$ cat config.mk
export PLATFORM = sky130hd
export DESIGN_NAME = m_store_sequencer
export DESIGN_NICKNAME = d
export VERILOG_FILES = /design/src/rtl/m_store_sequencer.sv
export SDC_FILE = /design/constraint.sdc
export NUM_CORES = 1
export LEC_CHECK = 0
export BUFFER_PORTS_ARGS = -buffer_cell sky130_fd_sc_hd__buf_2
export CAP_MARGIN = 20
export CORE_MARGIN = 2
export CORE_UTILIZATION = 35
export CTS_CLUSTER_DIAMETER = 80
export DETAILED_ROUTE_END_ITERATION = 12
export GPL_ROUTABILITY_DRIVEN = 0
export HOLD_SLACK_MARGIN = 0.03
export MAX_ROUTING_LAYER = met4
export SYNTH_ARGS = -nofsm -noshare
export SYNTH_HDL_FRONTEND = slang
export SYNTH_SLANG_ARGS = --single-unit
$ cat constraint.sdc
create_clock -name clk -period 4.25 [get_ports clk]
set_input_delay 0.2125 -clock clk [delete_from_list [all_inputs] [get_ports clk]]
set_output_delay 0.2125 -clock clk [all_outputs]
set_load 0.1 [all_outputs]
$ cat src/rtl/m_store_sequencer.sv
// Store sequencer: turns one LSU store into one or two aligned data-bus write beats
// and reports done, fault (bus error, timeout, illegal funct3) or misalignment.
module m_store_sequencer #(
  parameter bit          SPLIT_MISALIGNED = 1'b1,
  parameter int unsigned TIMEOUT_CYC      = 64
) (
  input  logic        clk,
  input  logic        rst,
  input  logic        st_valid,
  output logic        st_ready,
  input  logic [2:0]  st_func3,
  input  logic [31:0] st_addr,
  input  logic [31:0] st_data,
  output logic        dbus_req,
  output logic        dbus_we,
  output logic [31:0] dbus_addr,
  output logic [3:0]  dbus_byte_en,
  output logic [31:0] dbus_wdata,
  input  logic        dbus_ack,
  input  logic        dbus_err,
  output logic        st_done,
  output logic        st_fault,
  output logic        st_misaligned
);

  typedef enum logic [1:0] {IDLE, BEAT0, BEAT1, REPORT} state_t;

  localparam logic [8:0] TIMEOUT_LIM = 9'(TIMEOUT_CYC);

  state_t      state_q, state_d;
  logic        req_q, req_d;
  logic [31:0] addr_q, addr_d;
  logic [3:0]  en_q, en_d;
  logic [31:0] wdata_q, wdata_d;
  logic [31:0] b1_addr_q, b1_addr_d;
  logic [3:0]  b1_en_q, b1_en_d;
  logic [31:0] b1_data_q, b1_data_d;
  logic [7:0]  cnt_q, cnt_d;
  logic        done_q, done_d;
  logic        fault_q, fault_d;
  logic        mis_q, mis_d;

  logic [1:0]  off;
  logic [7:0]  base_mask;
  logic [31:0] masked_data;
  logic [7:0]  mask8;
  logic [63:0] data64;
  logic        illegal_f3;
  logic        is_misaligned;
  logic        timed_out;

  // Lane placement of the incoming store across a two-word window.
  always_comb begin
    off         = st_addr[1:0];
    base_mask   = 8'h00;
    masked_data = 32'h0;
    case (st_func3)
      3'd0: begin base_mask = 8'h01; masked_data = {24'h0, st_data[7:0]};  end
      3'd1: begin base_mask = 8'h03; masked_data = {16'h0, st_data[15:0]}; end
      3'd2: begin base_mask = 8'h0F; masked_data = st_data;                end
      default: ;
    endcase
    mask8         = base_mask << off;
    data64        = {32'h0, masked_data} << {off, 3'b000};
    illegal_f3    = (st_func3 > 3'd2);
    is_misaligned = ((st_func3 == 3'd1) && off[0]) ||
                    ((st_func3 == 3'd2) && (off != 2'd0));
  end

  assign timed_out = (({1'b0, cnt_q} + 9'd1) == TIMEOUT_LIM);

  always_comb begin
    state_d   = state_q;
    req_d     = req_q;
    addr_d    = addr_q;
    en_d      = en_q;
    wdata_d   = wdata_q;
    b1_addr_d = b1_addr_q;
    b1_en_d   = b1_en_q;
    b1_data_d = b1_data_q;
    cnt_d     = cnt_q;
    done_d    = 1'b0;
    fault_d   = 1'b0;
    mis_d     = 1'b0;
    case (state_q)
      IDLE: begin
        if (st_valid) begin
          if (illegal_f3) begin
            fault_d = 1'b1;
            state_d = REPORT;
          end else if (!SPLIT_MISALIGNED && is_misaligned) begin
            mis_d   = 1'b1;
            state_d = REPORT;
          end else begin
            state_d   = BEAT0;
            req_d     = 1'b1;
            addr_d    = {st_addr[31:2], 2'b00};
            en_d      = mask8[3:0];
            wdata_d   = data64[31:0];
            b1_addr_d = {st_addr[31:2], 2'b00} + 32'd4;
            b1_en_d   = mask8[7:4];
            b1_data_d = data64[63:32];
            cnt_d     = 8'd0;
          end
        end
      end
      BEAT0, BEAT1: begin
        if (dbus_ack && !dbus_err && (state_q == BEAT0) && (b1_en_q != 4'h0)) begin
          state_d = BEAT1;
          addr_d  = b1_addr_q;
          en_d    = b1_en_q;
          wdata_d = b1_data_q;
          cnt_d   = 8'd0;
        end else if (dbus_ack || timed_out) begin
          // An ack in the timeout cycle still counts as a real response.
          done_d  = dbus_ack && !dbus_err;
          fault_d = !(dbus_ack && !dbus_err);
          state_d = REPORT;
          req_d   = 1'b0;
          addr_d  = 32'h0;
          en_d    = 4'h0;
          wdata_d = 32'h0;
          cnt_d   = 8'd0;
        end else begin
          cnt_d = cnt_q + 8'd1;
        end
      end
      REPORT: state_d = IDLE;
      default: state_d = IDLE;
    endcase
  end

  always_ff @(posedge clk or posedge rst) begin
    if (rst) begin
      state_q   <= IDLE;
      req_q     <= 1'b0;
      addr_q    <= 32'h0;
      en_q      <= 4'h0;
      wdata_q   <= 32'h0;
      b1_addr_q <= 32'h0;
      b1_en_q   <= 4'h0;
      b1_data_q <= 32'h0;
      cnt_q     <= 8'd0;
      done_q    <= 1'b0;
      fault_q   <= 1'b0;
      mis_q     <= 1'b0;
    end else begin
      state_q   <= state_d;
      req_q     <= req_d;
      addr_q    <= addr_d;
      en_q      <= en_d;
      wdata_q   <= wdata_d;
      b1_addr_q <= b1_addr_d;
      b1_en_q   <= b1_en_d;
      b1_data_q <= b1_data_d;
      cnt_q     <= cnt_d;
      done_q    <= done_d;
      fault_q   <= fault_d;
      mis_q     <= mis_d;
    end
  end

  assign st_ready      = (state_q == IDLE);
  assign dbus_req      = req_q;
  assign dbus_we       = req_q;
  assign dbus_addr     = addr_q;
  assign dbus_byte_en  = en_q;
  assign dbus_wdata    = wdata_q;
  assign st_done       = done_q;
  assign st_fault      = fault_q;
  assign st_misaligned = mis_q;

endmodule

* Word-level counts from Yosys, hierarchy flattened
Index checks and enable logic that the tools add are counted.
** Word-level totals
- Flip-flop bits (word level) :: 149
- Word-level logic and storage cells :: 84
- Input bits :: 72
- Output and inout port bits :: 74
** Operators by class
- Reductions and logical operators :: 16
- $add $sub $neg :: 3
- $lt $le $gt $ge :: 1
- Equal/unequal tests :: 11
- Shift-type cells :: 2
- Muxes and demuxes :: 39
- Bitwise gates (word level) :: 1
** Operators with widths (number)
- $mux 32 :: 7
- $pmux 32 s2 :: 2
- $pmux 32 s3 :: 1
- $shl 32x5->64 :: 1
- $add 32x3->32 const B :: 1
- $mux 8 :: 4
- $mux 4 :: 4
- $pmux 8 s2 :: 1
- $pmux 4 s3 :: 1
- $mux 1 :: 11
- $add 8x1->9 const B :: 1
- $eq 9x7->1 const B :: 1
- $add 8x1->8 const B :: 1
- $mux 2 :: 4
- $ne 2x2->1 const B :: 4
- $pmux 4 s2 :: 1
- $shl 8x2->8 :: 1
- $pmux 2 s3 :: 1
- $reduce_and 3->1 :: 2
- $reduce_and 5->1 :: 1
- $eq 2x2->1 const B :: 2
- $pmux 1 s2 :: 2
- $reduce_and 4->1 :: 1
- $reduce_bool 4->1 :: 1
- 14 further kinds :: 17

* Longest topological paths before layout
Gate-level depths: netlist of run 1.
- Word-level depth :: 6
- Mapped depth :: 9
- Depth with buffers taken out :: 7

* Worst setup path before layout of run 1
No wires, ideal clock.
- Path type :: reg-to-reg
- Start point :: register state_q[1]
- End point :: register wdata_q[10] (netlist: dbus_wdata[10])
- Buffers on the path :: 2
- Cell stages (with the launch flop) :: 9
- Library setup time :: 0.125 ns
- Data arrival time :: 2.591 ns
- Data required time :: 4.125 ns
- Path slack :: 1.534 ns
- Period minus slack after synthesis :: 2.716 ns
- Cell sequence :: dfrtp_1 -> inv_1 -> ha_1 -> and2_0 -> a21boi_1 -> a221o_1 -> buf_6 -> buf_6 -> mux2_4
** RTL lines
- start: declaration :: line 30 : state_t state_q, state_d;
- start signal: assignment :: line 148 : state_q <= state_d;
- $logic_not 2->1 (*)
- net st_ready :: line 10 : output logic st_ready,
- $ne 2x2->1 (no line) or $reduce_bool 2->1 (tied branches)
- $reduce_and 4->1 (no line)
- end signal: assignment :: line 152 : wdata_q <= wdata_d;
- end: declaration :: line 34 : logic [31:0] wdata_q, wdata_d;
Mark *: on every way through the listed nets, which the timed path passes. The rest lies on a longest branch.
A chain may end at the register's enable or synchronous reset.

* Final worst setup path of run 1
- Start point :: register cnt_q[0]
- End point :: register addr_q[29] (netlist: dbus_addr[29])
** On the way
- Word-level cells in the longest chain between the ends :: 5
** Ends and longest elaborated chain
- start: declaration :: line 38 : logic [7:0] cnt_q, cnt_d;
- start signal: assignment :: line 156 : cnt_q <= cnt_d;
- $add 8x1->9 :: line 70 : assign timed_out = (({1'b0, cnt_q} + 9'd1) == TIMEOUT_LIM);
- $eq 9x7->1 :: line 70
- $logic_or 1x1->1 :: line 114 : end else if (dbus_ack || timed_out) begin
- $ne 3x3->1 (no line)
- $reduce_and 4->1 (no line)
- end signal: assignment :: line 150 : addr_q <= addr_d;
- end: declaration :: line 32 : logic [31:0] addr_q, addr_d;
No other way between the ends.

==> results.md, run 1 <==
- The run finished with clean final reports.
- In the final timing run, aggregate negative setup slack is 0 ps.
- The largest single stage delay on the critical path is just over 900 ps.
- Counting stages on the worst path, the most repeated cell is a211o_1.
- In the final layout, the share of cells above drive strength 1 is a little under a quarter.
- In this run the number of cells on the critical path is 6.
- Of the total power, the share spent switching nets is 53.4%.
- The endpoint identified for the worst register-to-register timing path is dbus_addr[29].
- Clock-pin slew was measured on the worst setup and hold paths at around 60 ps.
- The die is 146 um wide.
- The fraction of power consumed by sequential logic is between 20% and 30%.
- Setup slack on the critical path of the routed design comes to around 1500 ps.
- Of the total power, the clock network draws between 20% and 30%.
- The hold slack is about 1.4 ps.
- Counting both buffers and inverters, the worst setup path holds a total of 1.
- The worst-margin pin slew is 1100 ps.
- The TritonCTS clock tree is done.
- In this run the worst hold path is classified as in2async.
- A synthesized cell averages about 9.1 um^2.
- The post-route non-filler standard cell count is between 1000 and 1500.
- Measured along the y axis, the die boundary spans between 100 and 150 um.
- The net switching power of the design is roughly 4 mW.
- The total number of clock tree sinks is around 140.
- The final-layout fill cell count is 1949.
- For this run, the detailed router's first-pass iteration total came to 6.
- The fraction of registers with async set or reset after synthesis is 100%.
- The worst setup slack for register-to-register paths is 1470 ps.
- The Yosys step of the flow raised 0 warnings.
- The area occupied by multi-input gates is 3360 um^2.
- The count of routing violations after the opening detailed-route iteration is between 300 and 400.
- The internal power summed over all cells is approximately 3.4 mW.
- Dividing the detail-routed via count by the number of cells gives 5.35.
- The leakage power of the design is 3.85 nW.
- The number of maximum-capacitance constraint violations is 0.
- The worst pin sits at a relative slew slack of 26.1%.
- The power density over the cells is roughly 860 nW/um^2.
- The I/O pin count is ~150.
- The top cell types in the final layout, fill and taps aside, are buf_2 (142), nand2_1 (139), dfrtp_1 (136), o21ai_0 (94), nor2_1 (53).
- The nature of the critical path startpoint is a flop.
- The post-synthesis register bit count is approximately 140.
- The initialized floorplan defines 51 standard-cell rows.
- The worst slack at placement is 1420 ps.
- Leaving out fill and tap cells, the most frequent cell in the layout is buf_2.
- In this run the cell area of the synthesized design comes to a little over 7000 um^2.
- The dominant register cell in the synthesized netlist is dfrtp_1.
- The worst-case IR drop observed on VDD is around 0.00065 V.
- The total count of hold-check failures in the final report is 0.
- The number of global-route vias before repair came to 6003.
- The wire length per cell after detailed routing is ~17 um.
- The clock reaches the later pin of the worst-skew pair after ~430 ps.
- The minimum clock period after layout is ~2800 ps.
- The global-route wire length before repair is 32700 um.
- Counting flops with a built-in enable in the synthesized netlist gives 0.
- The share of the cycle needed by the critical path after routing is 65.4%.
- The register area is between 3000 and 4000 um^2.
- Derived from the worst setup path, the maximum achievable clock frequency is 360 MHz.
- Yosys mapped the design onto 59 distinct sky130hd cell types.
- In the final design database the tool counted 974 nets.
- Summed over all layers, the global routing overflow is 0.
- The number of cells in the design after placement is 1139.
- The number of DRC violations after detailed routing is 0.
- Summing all placed instances gives a cell area of between 7000 and 8000 um^2.
- The endpoint kind of the worst setup timing path is a flop.
- The clock tree synthesis step divided the H-tree into 4 levels.
- The finished cells cover between 8000 and 9000 um^2.
- Clock skew on the completed layout was measured at 18.3 ps.
- The combinational share of power is around 52%.
- The register area share after synthesis is between 40% and 50%.
- The worst register-to-register path begins at cnt_q[0].
- The die area is around 21000 um^2.
- Setup repair after global routing left no endpoint under its margin.
- The worst register-to-register path has a depth of 6.
- Buffers inserted during clock tree synthesis total 17.
- The core area is around 20000 um^2.
- The number of pins with negative max-slew slack in the final report is 0.
- The number of input and output port buffers inserted is 142.
- Counting along the longest clock path gives a buffer depth of 2.
- The final setup violation count is 0.
- Of all nets on the critical path, the largest fanout is 21.
- The number of antenna violations at the first check in global routing was 1.
- The remaining antenna violation count after routing is 0.
- The initial standard-cell utilization of the core is 36.0%.
- The cell with the largest stage delay on the worst path is a221oi_4.
- The signal on the critical path passes through a211o_1, a211o_1, a21o_1, a221oi_4, buf_4, a211oi_1.
- The synthesis-to-finish area growth is 21.6%.
- For the worst setup path, the data required time is 4550 ps.
- The critical path is of the reg2reg type.
- Broken down by cell family, the worst path's largest delay share belongs to compound AO/OA/AOI/OAI gates.
- The endpoint arrival time on the critical path is 3080 ps.
- The final layout contains routed wiring with a total length of 20400 um.
- The number of setup buffers added after CTS is 0.
- The half-perimeter wire length after detailed placement is 13900 um.
- The total number of vias is about 6300.
- In this run the clock root is driven by a clkbuf_16.
- Counting every instance in the synthesized netlist gives just under 800.
- The total track usage is slightly below 20%.
- Entering global routing, the biggest net connects between 100 and 150 pins.
-- registers in the layout, indices dropped and copies added (netlist names) --
name,flops
b1_addr_q,30
b1_data_q,24
b1_en_q,3
cnt_q,8
dbus_addr,30
dbus_byte_en,4
dbus_req,1
dbus_wdata,32
st_done,1
st_fault,1
state_q,2
-- cell usage after synthesis (3+ instances only) --
cell / number / area (um^2)
a211o_1: 3 / 26.3
a211oi_1: 31 / 233
a21o_1: 6 / 45.0
a21oi_1: 7 / 35.0
a222oi_1: 8 / 80.1
a22o_1: 8 / 70.1
a22oi_1: 18 / 135
a31oi_1: 3 / 18.8
a32oi_1: 11 / 96.3
and2_1: 3 / 18.8
and3_1: 7 / 43.8
buf_2: 6 / 30.0
buf_4: 7 / 52.6
buf_6: 3 / 33.8
clkbuf_1: 39 / 146
dfrtp_1: 136 / 3400
ha_1: 7 / 87.6
inv_1: 13 / 48.8
mux2_2: 5 / 56.3
mux2i_1: 10 / 100
nand2_1: 140 / 526
nand2b_1: 5 / 31.3
nand3_1: 15 / 75.1
nand4_1: 12 / 75.1
nor2_1: 53 / 199
nor3_1: 15 / 75.1
o211ai_1: 5 / 37.5
o21ai_0: 94 / 470
o21ai_1: 7 / 35.0
o22a_1: 5 / 43.8
o22ai_1: 31 / 194
xnor2_1: 10 / 87.6
xor2_1: 19 / 166
-- final cells by class --
class	count	share of cell area, %
multi-input cells	570	39.2
diodes	1	0.0292
repair buffers	157	9.78
well taps	265	3.87
inverters	13	0.628
clock inverters	14	1.72
flip-flops and latches	136	39.7
clock buffers	18	5.01
-- how the worst max path moves through the flow --
| stage | endpoint | start | slack [ps] |
|---|---|---|---|
| 5_1_grt | dbus_addr[29] | cnt_q[0] | 1360 |
| 2_1_floorplan | b1_addr_q[10] | rst | 400 |
| 6_report | dbus_addr[29] | cnt_q[0] | 1470 |
| 4_1_cts | dbus_wdata[12] | state_q[0] | 1420 |
| 3_5_place_dp | dbus_wdata[12] | state_q[0] | 1420 |
| 3_3_place_gp | dbus_wdata[12] | state_q[0] | 1480 |
-- per-stage QoR --
stage	power, mW	utilization [%]
2_1_floorplan	5.15	-
3_3_place_gp	5.82	40.6
3_5_place_dp	5.86	40.6
4_1_cts	7.34	43.6
5_1_grt	7.73	43.7
6_report	7.33	43.7
-- power by group through the flow --
stage	Sequential (mW)	Clock, mW	Combinational, mW
6_report	2.04	1.46	3.83
5_1_grt	2.10	1.55	4.08
4_1_cts	2.04	1.49	3.81
3_5_place_dp	2.05	0	3.81
3_3_place_gp	2.04	0	3.78
2_1_floorplan	3.81	0	1.34
-- kinds of logic (layout without fill, tap and decap cells) --
family,after synthesis,count (layout),share of synthesized area (%)
DFF,136,136,48.3
adders and majority gates,7,7,1.24
other,1,4,0.0532
xor gates and xnor gates,29,29,3.60
and+or+nand+nor,268,268,16.9
muxes,17,17,2.65
AOI/OAI and AO/OA,246,246,22.8
buffers and inverters,70,202,4.53
-- per-layer routing --
metal	GRT usage, %	wire [um]	up-vias
met2	30.7	9340	255
li1	-	-	3031
met5	-	0	-
met4	4.46	246	0
met3	5.17	1650	21
met1	25.8	9120	2975
-- what timing repair did --
item / 4_1_cts / 5_1_grt
resized for setup: 0 / 0
hold buffers: 1 / 0
hold endpoints to repair: 1 / 0
(Power assumes the default switching activity.)
==> run 2: changes to the inputs <==
- ABC_AREA: default -> 1
- clock period: 4.25 -> 2.9 ns (I/O delays scaled with it)
==> results.md, run 2 <==
- The synthesis-to-finish area growth is 22.4%.
- The total CTS buffers is 17 (unchanged).
- The die boundary width was 151 um (+3.5%).
- The normalized max-slew margin is 48.9% (+23 points).
- The worst slack at placement is 562 ps (-861 ps).
- The number of flip-flops under the largest register name was 32 (unchanged).
- The largest stage delay on the critical path was 490 ps (-430 ps).
- The share of the cycle needed by the critical path after routing was 81.2% (+16 points).
- The post-CTS resize count is 0 (unchanged).
- The kind of critical path is reg2reg.
- By area the synthesized netlist is led by dfrtp_1 (45%), nand2_1 (17%), nand3_1 (8.8%).
- The post-synthesis share of cell area spent on full adders, half adders and majority gates is 1.16% (-0.085 points).
- The number of global-route vias before repair came to 7137 (+19%).
- The number of instances in the synthesized netlist came to 1047 (+35%).
- The count of routing violations after the opening detailed-route iteration came to 636 (+70%).
- The latest clock arrival within the worst-skew pair is 430 ps (about the same).
- The worst setup path is launched from a flop.
- The power density over the cells is 1220 nW/um^2 (+42%).
- The remaining antenna violation count after routing is 0 (unchanged).
- The final total power is 11.3 mW (+54%).
- The worst min-delay path category is in2reg.
- The TritonCTS clock tree is done.
- The core occupancy in the finished layout came to 43.9% (+0.15 points).
- The cell with the largest stage delay on the worst path is buf_4.
- The number of setup buffers added after CTS was 0 (unchanged).
- The post-synthesis share of cell area spent on xor and xnor gates is 1.85% (-1.8 points).
- The maximum root-to-sink buffer count is 2 (unchanged).
- The number of inserted diodes is 0 (-1).
- The detailed-route wire length is 23600 um (+16%).
- The worst-margin pin slew is 765 ps (-334 ps).
- The half-perimeter wire length after detailed placement is 16500 um (+18%).
- By area, the combinational part of the netlist is dominated by simple AND/OR/NAND/NOR gates.
- The final critical-path setup slack is 544 ps (-928 ps).
- The die area is 22800 um^2 (+7.1%).
- The number of input and output port buffers inserted is 142 (unchanged).
- The net count reported at finish is 1266 (+30%).
- The total count of hold-check failures in the final report came to 0 (unchanged).
- The endpoint required time on the critical path is 3190 ps (-1360 ps).
- The per-cell via count in the routed design is 5.04 (-5.8%).
- The number of warnings printed during yosys synthesis is 0 (unchanged).
- The cell area after technology mapping came to 7560 um^2 (+7.3%).
- Setup repair after global routing left no endpoint under its margin.
- The number of search-and-repair iterations in the first detailed-routing pass was 6 (unchanged).
- For this run, the leading register cell type out of synthesis is dfrtp_1.
- The total track usage came to 21.9% (+2.2 points).
- The post-synthesis mux area share is 0.397% (-2.2 points).
- The wire length per cell after detailed routing is 16.0 um (-7.6%).
- The startpoint identified for the worst register-to-register timing path is state_q[1].
- The area fraction in compound gates after synthesis is 11.7% (-11 points).
- On the critical path the largest part of the delay comes from buffers and inverters.
- The final-layout fill cell count is 2261 (+16%).
- Leaving out fill and tap cells, the most frequent cell in the layout is nand2_1.
- The largest net degree at the start of global routing is 78 (-26%).
- The number of distinct library cells after synthesis came to 31 (-47%).
- The I/O pin count is 146 (unchanged).
- The total non-filler cell area in the finished layout is 9260 um^2 (+8.0%).
- The run finished with clean final reports.
- The startpoint of the most critical hold path is st_data[29].
- The leakage power of the design came to 4.89 nW (+27%).
- The total number of clock tree sinks was 136 (unchanged).
- The post-synthesis register bit count was 136 (unchanged).
- The register area share after synthesis is 45.0% (-3.3 points).
- The number of DRC violations after detailed routing came to 0 (unchanged).
- The endpoint kind of the worst setup timing path is a flop.
- The number of maximum-capacitance constraint violations is 0 (unchanged).
- The area fraction of the dominant cell type after synthesis is 45.0% (-3.3 points).
- The minimum clock period after layout came to 2360 ps (-422 ps).
- The final setup violation count was 0 (unchanged).
- The core area is 21100 um^2 (+7.6%).
- The total negative slack for setup checks is 0 ps (unchanged).
- Counting instances in the post-synthesis netlist gives the leading cell types as nand2_1 (352), dfrtp_1 (136), nand3_1 (133).
- The share of final-layout standard cells stronger than drive strength 1 is 16.9% (-5.9 points).
- The clock slew seen by the registers of the worst setup and hold paths came to 70 ps (about the same).
- The highest clock rate is 424 MHz (+18%).
- The instance area after placement is 8540 um^2 (+7.3%).
- The number of hold-repair buffers added at the cts stage is 13 (+12).
- The endpoint arrival time on the critical path is 2650 ps (-430 ps).
- The maximum fanout along the worst path is 51 (+140%).
- The simple-gate share of the synthesized area is 30.4% (+14 points).
- The signal on the critical path passes through inv_1, ha_1, nand2_1, nor2_2, inv_2, o21ai_4, buf_4, inv_1, nand2_1, o21ai_0.
- The setup clock skew after layout is 11.1 ps (-7.17 ps).
- The count of flip-flops with a built-in enable after synthesis is 0 (unchanged).
- By instance count, the leading cell after synthesis is nand2_1.
- The total number of vias is 7437 (+18%).
- Clock tree synthesis selected as its root buffer the cell clkbuf_16.
- The mean cell area of the mapped netlist is 7.22 um^2 (-21%).
- The critical path starts at state_q[1].
- The number of levels the H-tree was split into came to 4 (unchanged).
- The post-route non-filler standard cell count is 1475 (+26%).
- The hold slack is 44.3 ps (+42.9 ps).
- The total buffers and inverters traversed by the critical path was 4 (+3).
- The number of placement rows is 53 (+3.9%).
- The worst voltage drop across the vdd grid came to 0.000896 V (+39%).
- The number of cells in the design after placement came to 1430 (+26%).
- The cell type with the largest total area after synthesis is dfrtp_1.
- The global-route wire length before repair was 37500 um (+15%).
- The die height is 151 um (+3.5%).
- In the layout the commonest cells are nand2_1 (351), buf_2 (142), dfrtp_1 (136), nand3_1 (133), inv_1 (111).
- The number of pins with negative max-slew slack in the final report is 0 (unchanged).
- The number of antenna violations at the first check in global routing is 0 (-1).
- The fraction of registers with async set or reset after synthesis is 100% (unchanged).
- The total congestion overflow came to 0 (unchanged).
- The initial standard-cell utilization of the core is 35.9% (-0.12 points).
==> run 2: final timing paths <==
check,endpoint,slack [ps],cells after the start
max,cnt_q[4],540,10
min,b1_data_q[21],40,3
max reg2reg,cnt_q[4],540,10
min reg2reg,dbus_wdata[3],470,2
max in group asynchronous,b1_data_q[4],1680,4
min in group asynchronous,dbus_addr[2],410,3
==> run 2: power breakdown <==
group          total [mW]  switching, mW  internal, mW
Combinational        6.16           5.01          1.15
Sequential           2.94          0.335          2.60
Clock                2.18          0.966          1.21
Total                11.3           6.32          4.96
==> run 2: worst register-to-register path, delay by kind of cell, from the launching register on <==
family                     cells  cell delay [ps]
AOI/OAI and AO/OA              2              180
adders and majority gates      1              310
buffers and inverters          4              970
DFF                            1              410
and+or+nand+nor                3              350
==> run 2: area by class of cell <==
| class | instances | area, um^2 | area share (%) |
|---|---|---|---|
| clock buffer | 17 | 425 | 4.60 |
| clock inverter | 15 | 156 | 1.69 |
| inverter | 114 | 432 | 4.66 |
| multi-input combinational | 743 | 3470 | 37.4 |
| sequential | 136 | 3400 | 36.8 |
| tap | 275 | 344 | 3.72 |
| timing repair buffer | 175 | 1030 | 11.1 |
==> run 2: cells by family (layout without fill, tap and decap cells) <==
group / count (synthesis) / count (layout)
DFF: 136 / 136
adders and majority gates: 7 / 7
xor gates and xnor gates: 16 / 16
AOI/OAI and AO/OA: 159 / 159
and+or+nand+nor: 555 / 555
other: 1 / 3
muxes: 3 / 3
buffers and inverters: 170 / 321
==> run 2: metal layers <==
layer  track usage, %  share of wire, %  vias to the layer above
met5                -                 0                        -
met4             8.36               2.6                        0
met3             3.52               5.8                       45
met2             32.3                44                      274
met1             30.2                47                     3461
li1                 -                 -                     3657
